### src/rtl/i2s_rx.sv
// rtl/i2s_rx.sv - Philips I2S receiver: oversampled SCK/WS/SD to parallel stereo frames
`timescale 1ns/1ps

module i2s_rx #(
    parameter int AUDIO_DW = 8
) (
    input  logic                clk_i,
    input  logic                rst_i,
    input  logic                sck_i,
    input  logic                ws_i,
    input  logic                sd_i,
    output logic [AUDIO_DW-1:0] l_data_o,
    output logic [AUDIO_DW-1:0] r_data_o,
    output logic                valid_o,
    input  logic                ready_i,
    output logic                overrun_o,
    output logic                short_o
);

    localparam int CW = $clog2(AUDIO_DW + 1);
    localparam logic [CW-1:0] CNT_MAX = CW'(AUDIO_DW);

    typedef enum logic [1:0] {
        S_IDLE  = 2'd0,
        S_LEFT  = 2'd1,
        S_RIGHT = 2'd2
    } state_t;

    state_t state, state_nxt;

    logic [1:0] sck_sync, ws_sync, sd_sync;
    logic       sck_prev;
    logic       sck_s, ws_s, sd_s;
    logic       rise;
    logic       ws_prev, primed, ws_chg;

    logic [CW-1:0]       cnt, cnt_sh, cnt_nxt;
    logic [AUDIO_DW-1:0] word, word_sh, word_nxt, word_out;
    logic [AUDIO_DW-1:0] l_hold;
    logic                active, shift_en, full_done, short_done;
    logic                left_done, right_done;

    // Equal-depth synchronisers keep WS/SD aligned with the SCK edge that samples them
    always_ff @(posedge clk_i or posedge rst_i) begin
        if (rst_i) begin
            sck_sync <= 2'b00;
            ws_sync  <= 2'b00;
            sd_sync  <= 2'b00;
            sck_prev <= 1'b0;
        end else begin
            sck_sync <= {sck_sync[0], sck_i};
            ws_sync  <= {ws_sync[0], ws_i};
            sd_sync  <= {sd_sync[0], sd_i};
            sck_prev <= sck_sync[1];
        end
    end

    assign sck_s = sck_sync[1];
    assign ws_s  = ws_sync[1];
    assign sd_s  = sd_sync[1];
    assign rise  = sck_s & ~sck_prev;

    always_ff @(posedge clk_i or posedge rst_i) begin
        if (rst_i) begin
            ws_prev <= 1'b0;
            primed  <= 1'b0;
        end else if (rise) begin
            ws_prev <= ws_s;
            primed  <= 1'b1;
        end
    end

    assign ws_chg = primed & (ws_s ^ ws_prev);

    always_ff @(posedge clk_i or posedge rst_i) begin
        if (rst_i) begin
            state <= S_IDLE;
        end else begin
            state <= state_nxt;
        end
    end

    always_comb begin
        state_nxt = state;
        if (rise && ws_chg) begin
            case (state)
                S_IDLE:  if (!ws_s) state_nxt = S_LEFT;
                S_LEFT:  if (ws_s)  state_nxt = S_RIGHT;
                S_RIGHT: if (!ws_s) state_nxt = S_LEFT;
                default: state_nxt = S_IDLE;
            endcase
        end
    end

    // The bit on the WS-change rise still belongs to the ending slot, so shift first, then close
    always_comb begin
        active     = rise & (state != S_IDLE);
        shift_en   = active & (cnt < CNT_MAX);
        word_sh    = shift_en ? {word[AUDIO_DW-2:0], sd_s} : word;
        cnt_sh     = shift_en ? cnt + 1'b1 : cnt;
        full_done  = shift_en & (cnt_sh == CNT_MAX);
        short_done = active & ws_chg & (cnt_sh < CNT_MAX);
        word_out   = short_done ? (word_sh << (CNT_MAX - cnt_sh)) : word_sh;
        left_done  = (full_done | short_done) & (state == S_LEFT);
        right_done = (full_done | short_done) & (state == S_RIGHT);
        cnt_nxt    = cnt_sh;
        word_nxt   = word_sh;
        if (rise && ws_chg) begin
            cnt_nxt  = '0;
            word_nxt = '0;
        end
    end

    always_ff @(posedge clk_i or posedge rst_i) begin
        if (rst_i) begin
            cnt    <= '0;
            word   <= '0;
            l_hold <= '0;
        end else begin
            cnt  <= cnt_nxt;
            word <= word_nxt;
            if (left_done) begin
                l_hold <= word_out;
            end
        end
    end

    // Holding register: a new frame may replace one being accepted in the same cycle
    always_ff @(posedge clk_i or posedge rst_i) begin
        if (rst_i) begin
            l_data_o  <= '0;
            r_data_o  <= '0;
            valid_o   <= 1'b0;
            overrun_o <= 1'b0;
            short_o   <= 1'b0;
        end else begin
            short_o   <= short_done;
            overrun_o <= 1'b0;
            if (right_done) begin
                if (!valid_o || ready_i) begin
                    l_data_o <= l_hold;
                    r_data_o <= word_out;
                    valid_o  <= 1'b1;
                end else begin
                    overrun_o <= 1'b1;
                end
            end else if (ready_i) begin
                valid_o <= 1'b0;
            end
        end
    end

endmodule
### config.mk
export PLATFORM = sky130hd
export DESIGN_NAME = i2s_rx
export DESIGN_NICKNAME = d
export VERILOG_FILES = /design/src/rtl/i2s_rx.sv
export SDC_FILE = /design/constraint.sdc
export NUM_CORES = 1
export LEC_CHECK = 0
export ABC_AREA = 1
export CAP_MARGIN = 20
export CORE_AREA = 10 10 78 80
export CTS_CLUSTER_DIAMETER = 150
export DETAILED_ROUTE_END_ITERATION = 10
export DIE_AREA = 0 0 88 90
export MAX_ROUTING_LAYER = met4
export PLACE_DENSITY_LB_ADDON = 0.3
export SETUP_SLACK_MARGIN = 0.1
export SLEW_MARGIN = 0
export SYNTH_ARGS = -nofsm -noshare
export SYNTH_HDL_FRONTEND = slang
export SYNTH_SLANG_ARGS = --single-unit
### constraint.sdc
create_clock -name clk_i -period 2.5 [get_ports clk_i]
set_input_delay 0.25 -clock clk_i [delete_from_list [all_inputs] [get_ports clk_i]]
set_output_delay 0.25 -clock clk_i [all_outputs]
set_load 0.02 [all_outputs]
==> impl_metrics.tcl <==
set metrics [dict create \
    wl_per_cell_um 13.2 \
    internal_power_mw 1.95 \
    power_leakage_nw 1.53 \
    rows 25 \
    synth-seq-area-share_pct 51.0 \
    antennaDiodeCount 0 \
    port_buffers 24 \
    drc_errors 0 \
    r2r_slack_ns 0.37 \
    synth_cells 324 \
    worstPathRequired_ns 2.75 \
    hpwl_um 3980 \
    ys_warn_count 0 \
    cp.buffers_inverters 3 \
    area_delta_synth_final_pct 17.4 \
    grt_max_degree 31 \
    netlist_area_um2 2450 \
    fin_worst_skew_ns 0.00469 \
    cp-end-kind "register" \
    vias 2081 \
    outcome "completed" \
    combPwrFrac_pct 47.5 \
    die_w_um 88 \
    finalMaxSlewViolations 0 \
    clkLatencyLatePin_ns 0.30 \
    min_period_ns 2.13 \
    setup_viol 0 \
    switching_share_pct 42.8 \
    cts.sinks 50 \
    routed_wl_um 5400 \
    yosys.area.top_type_share_pct 51.0 \
    synth.avg_cell_area_um2 7.57 \
    cts_hold_buffers 0 \
    cp_cell_sequence "inv_2 -> nor2_2 -> nand3_4 -> nand2_1 -> nand2_1 -> inv_2 -> nand3_2 -> nor2_1 -> nand2_1 -> nand2_2 -> nand3_4 -> inv_4 -> nand2_1 -> nand2_1" \
    die_h_um 90 \
    tightest_slew_ns 0.615 \
    drt-pass1-iter-count 4 \
    p_per_area_nw_per_um2 1180 \
    path_clk_slew_ns 0.09 \
    critPathMaxFanout 19 \
    critPathSlowestCell "dfrtp_1" \
    timing.fmax_ghz 0.470 \
    slew_headroom_pct 58.9 \
    dieArea_um2 7920 \
    drive_gt1_share_pct 9.27 \
    ir_drop_mv 0.597 \
    io_pins 25 \
    switchingPower_mw 1.46 \
    maxCapViolations 0 \
    setup_tns_ns 0 \
    grt_pass1_vias 2016 \
    synthFlopType "dfrtp_1" \
    groute.usage.overall_pct 14.8 \
    stdcell_count 410 \
    core-area_um2 4600 \
    power_mw 3.41 \
    gp_congestion 0.926 \
    cts_tree "built" \
    synth-async-reset-ratio_pct 100 \
    min-delay-path-class "in -> async" \
    cp_slowest_stage_delay_ns 0.39 \
    finish.utilization_pct 62.6 \
    synth_top_area_cell "dfrtp_1" \
    synth_edf_count 0 \
    startpoint_type "register" \
    vias_per_cell 5.08 \
    ys_ff_latch 50 \
    crit_top_cell "nand2_1" \
    finalHoldViolCount 0 \
    clock-root-buffer "clkbuf_8" \
    drt_iter0_drc 123 \
    fin_crit_sh_pct 85.1 \
    cpLargestDelayFamily "simple AND/OR/NAND/NOR gates" \
    critPathArrivalTime_ns 2.38 \
    numPlacedInstances 400 \
    grt_pass1_wl_um 9430 \
    rr_worst_depth 14 \
    rsz0062_at_grt "no" \
    grt-ovfl-total 0 \
    initial_utilization_pct 53.4 \
    power_frac_clock_pct 16.7 \
    antenna_found_initial 0 \
    layout_commonest_cell "nand2_1" \
    rr_startpoint "sck_sync[1]" \
    path_class "reg -> reg" \
    most-common-layout-cells "154 x nand2_1, 50 x dfrtp_1, 28 x nand3_1, 26 x inv_1, 24 x clkdlybuf4s50_1" \
    clk_path_buf_depth 2 \
    sequentialPowerShare_pct 35.8 \
    synth_top_cells_by_area "dfrtp_1 51%, nand2_1 24%, nand3_1 5.7%" \
    ys_types 28 \
    htreeDepth 2 \
    regToRegEndpoint "r_data_o[0]" \
    synth_nets 331 \
    numCtsBuffers 5 \
    ant_nets 0 \
    finalNetCount 362 \
]
[sequential cells by signal (all words and copies together) (netlist names)]
name       cells
cnt            4
l_data_o       8
l_hold         8
overrun_o      1
primed         1
r_data_o       8
sck_prev       1
sck_sync       2
sd_sync        2
short_o        1
state          2
valid_o        1
word           8
ws_prev        1
ws_sync        2
[metal layers]
layer / share of wire (%) / vias to the layer above / wire length [um] / track usage, %
met5: 0 / - / 0 / -
li1: - / 1055 / - / -
met2: 46 / 49 / 2480 / 22.5
met4: 1.3 / 0 / 72 / 3.86
met3: 5.5 / 9 / 299 / 3.25
met1: 47 / 968 / 2550 / 19.5
[repair_timing]
item                                    4_1_cts  5_1_grt
gates resized for setup                       0        1
setup buffers                                 0        2
endpoints found under the setup margin        0       17
endpoints found under the hold margin         0        0
[power groups by stage]
stage	Combinational, mW	Sequential [mW]	Clock [mW]
floorplan	1.01	1.33	0
global route	1.84	1.25	0.609
finish	1.62	1.22	0.569
CTS	1.61	1.22	0.586
detailed placement	1.60	1.23	0
global placement	1.58	1.22	0
[cell type report]
class / count / area, um^2
Clock inverter: 2 / 37.5
Inverter: 33 / 126
Clock buffer: 6 / 72.6
Timing Repair Buffer: 31 / 293
Multi-Input combinational cell: 234 / 1030
Fill cell: 401 / 1720
Sequential cell: 50 / 1250
Tap cell: 54 / 67.6
[synthesized netlist by cell type, types with 2 or more instances]
cell type,n
nand2_1,154
dfrtp_1,50
nand3_1,28
inv_1,27
nor2_1,20
o21ai_0,6
inv_2,5
a21oi_1,4
nand2_2,4
buf_2,3
buf_4,2
nand3_4,2
o21ai_1,2
or2_2,2
xor2_1,2
[worst max path at each step]
stage                startpoint          end  slack (ns)  depth (start not counted)
floorplan                cnt[0]  r_data_o[2]        0.71                         12
global placement       sck_prev  r_data_o[6]        0.33                         13
detailed placement     sck_prev  r_data_o[5]        0.32                         13
CTS                    sck_prev  r_data_o[0]        0.27                         13
global route           state[1]  r_data_o[2]        0.12                         13
finish              sck_sync[1]  r_data_o[0]        0.37                         14
[stage by stage]
step | hold slack [ns] | area, um^2 | setup slack (ns)
2_1_floorplan | 0.281 | 2450 | 0.706
3_3_place_gp | 0.334 | 2750 | 0.334
3_5_place_dp | 0.338 | 2750 | 0.322
4_1_cts | 0.351 | 2860 | 0.272
5_1_grt | 0.362 | 2880 | 0.116
6_report | 0.335 | 2880 | 0.372
[cell families after synthesis]
group	share of synthesized area [%]
adders and majority gates	0.510
buffers and inverters	6.93
AOI/OAI and AO/OA	3.32
and+or+nand+nor	37.5
xor gates and xnor gates	0.714
DFF	51.0
[worst register-to-register path: cells and delay by family, from the launching register on]
family,cells,cell delay [ns]
buffers and inverters,3,0.34
flip-flops,1,0.39
AND/OR/NAND/NOR,11,1.33
No activity file was read; power rests on OpenSTA's default activity.
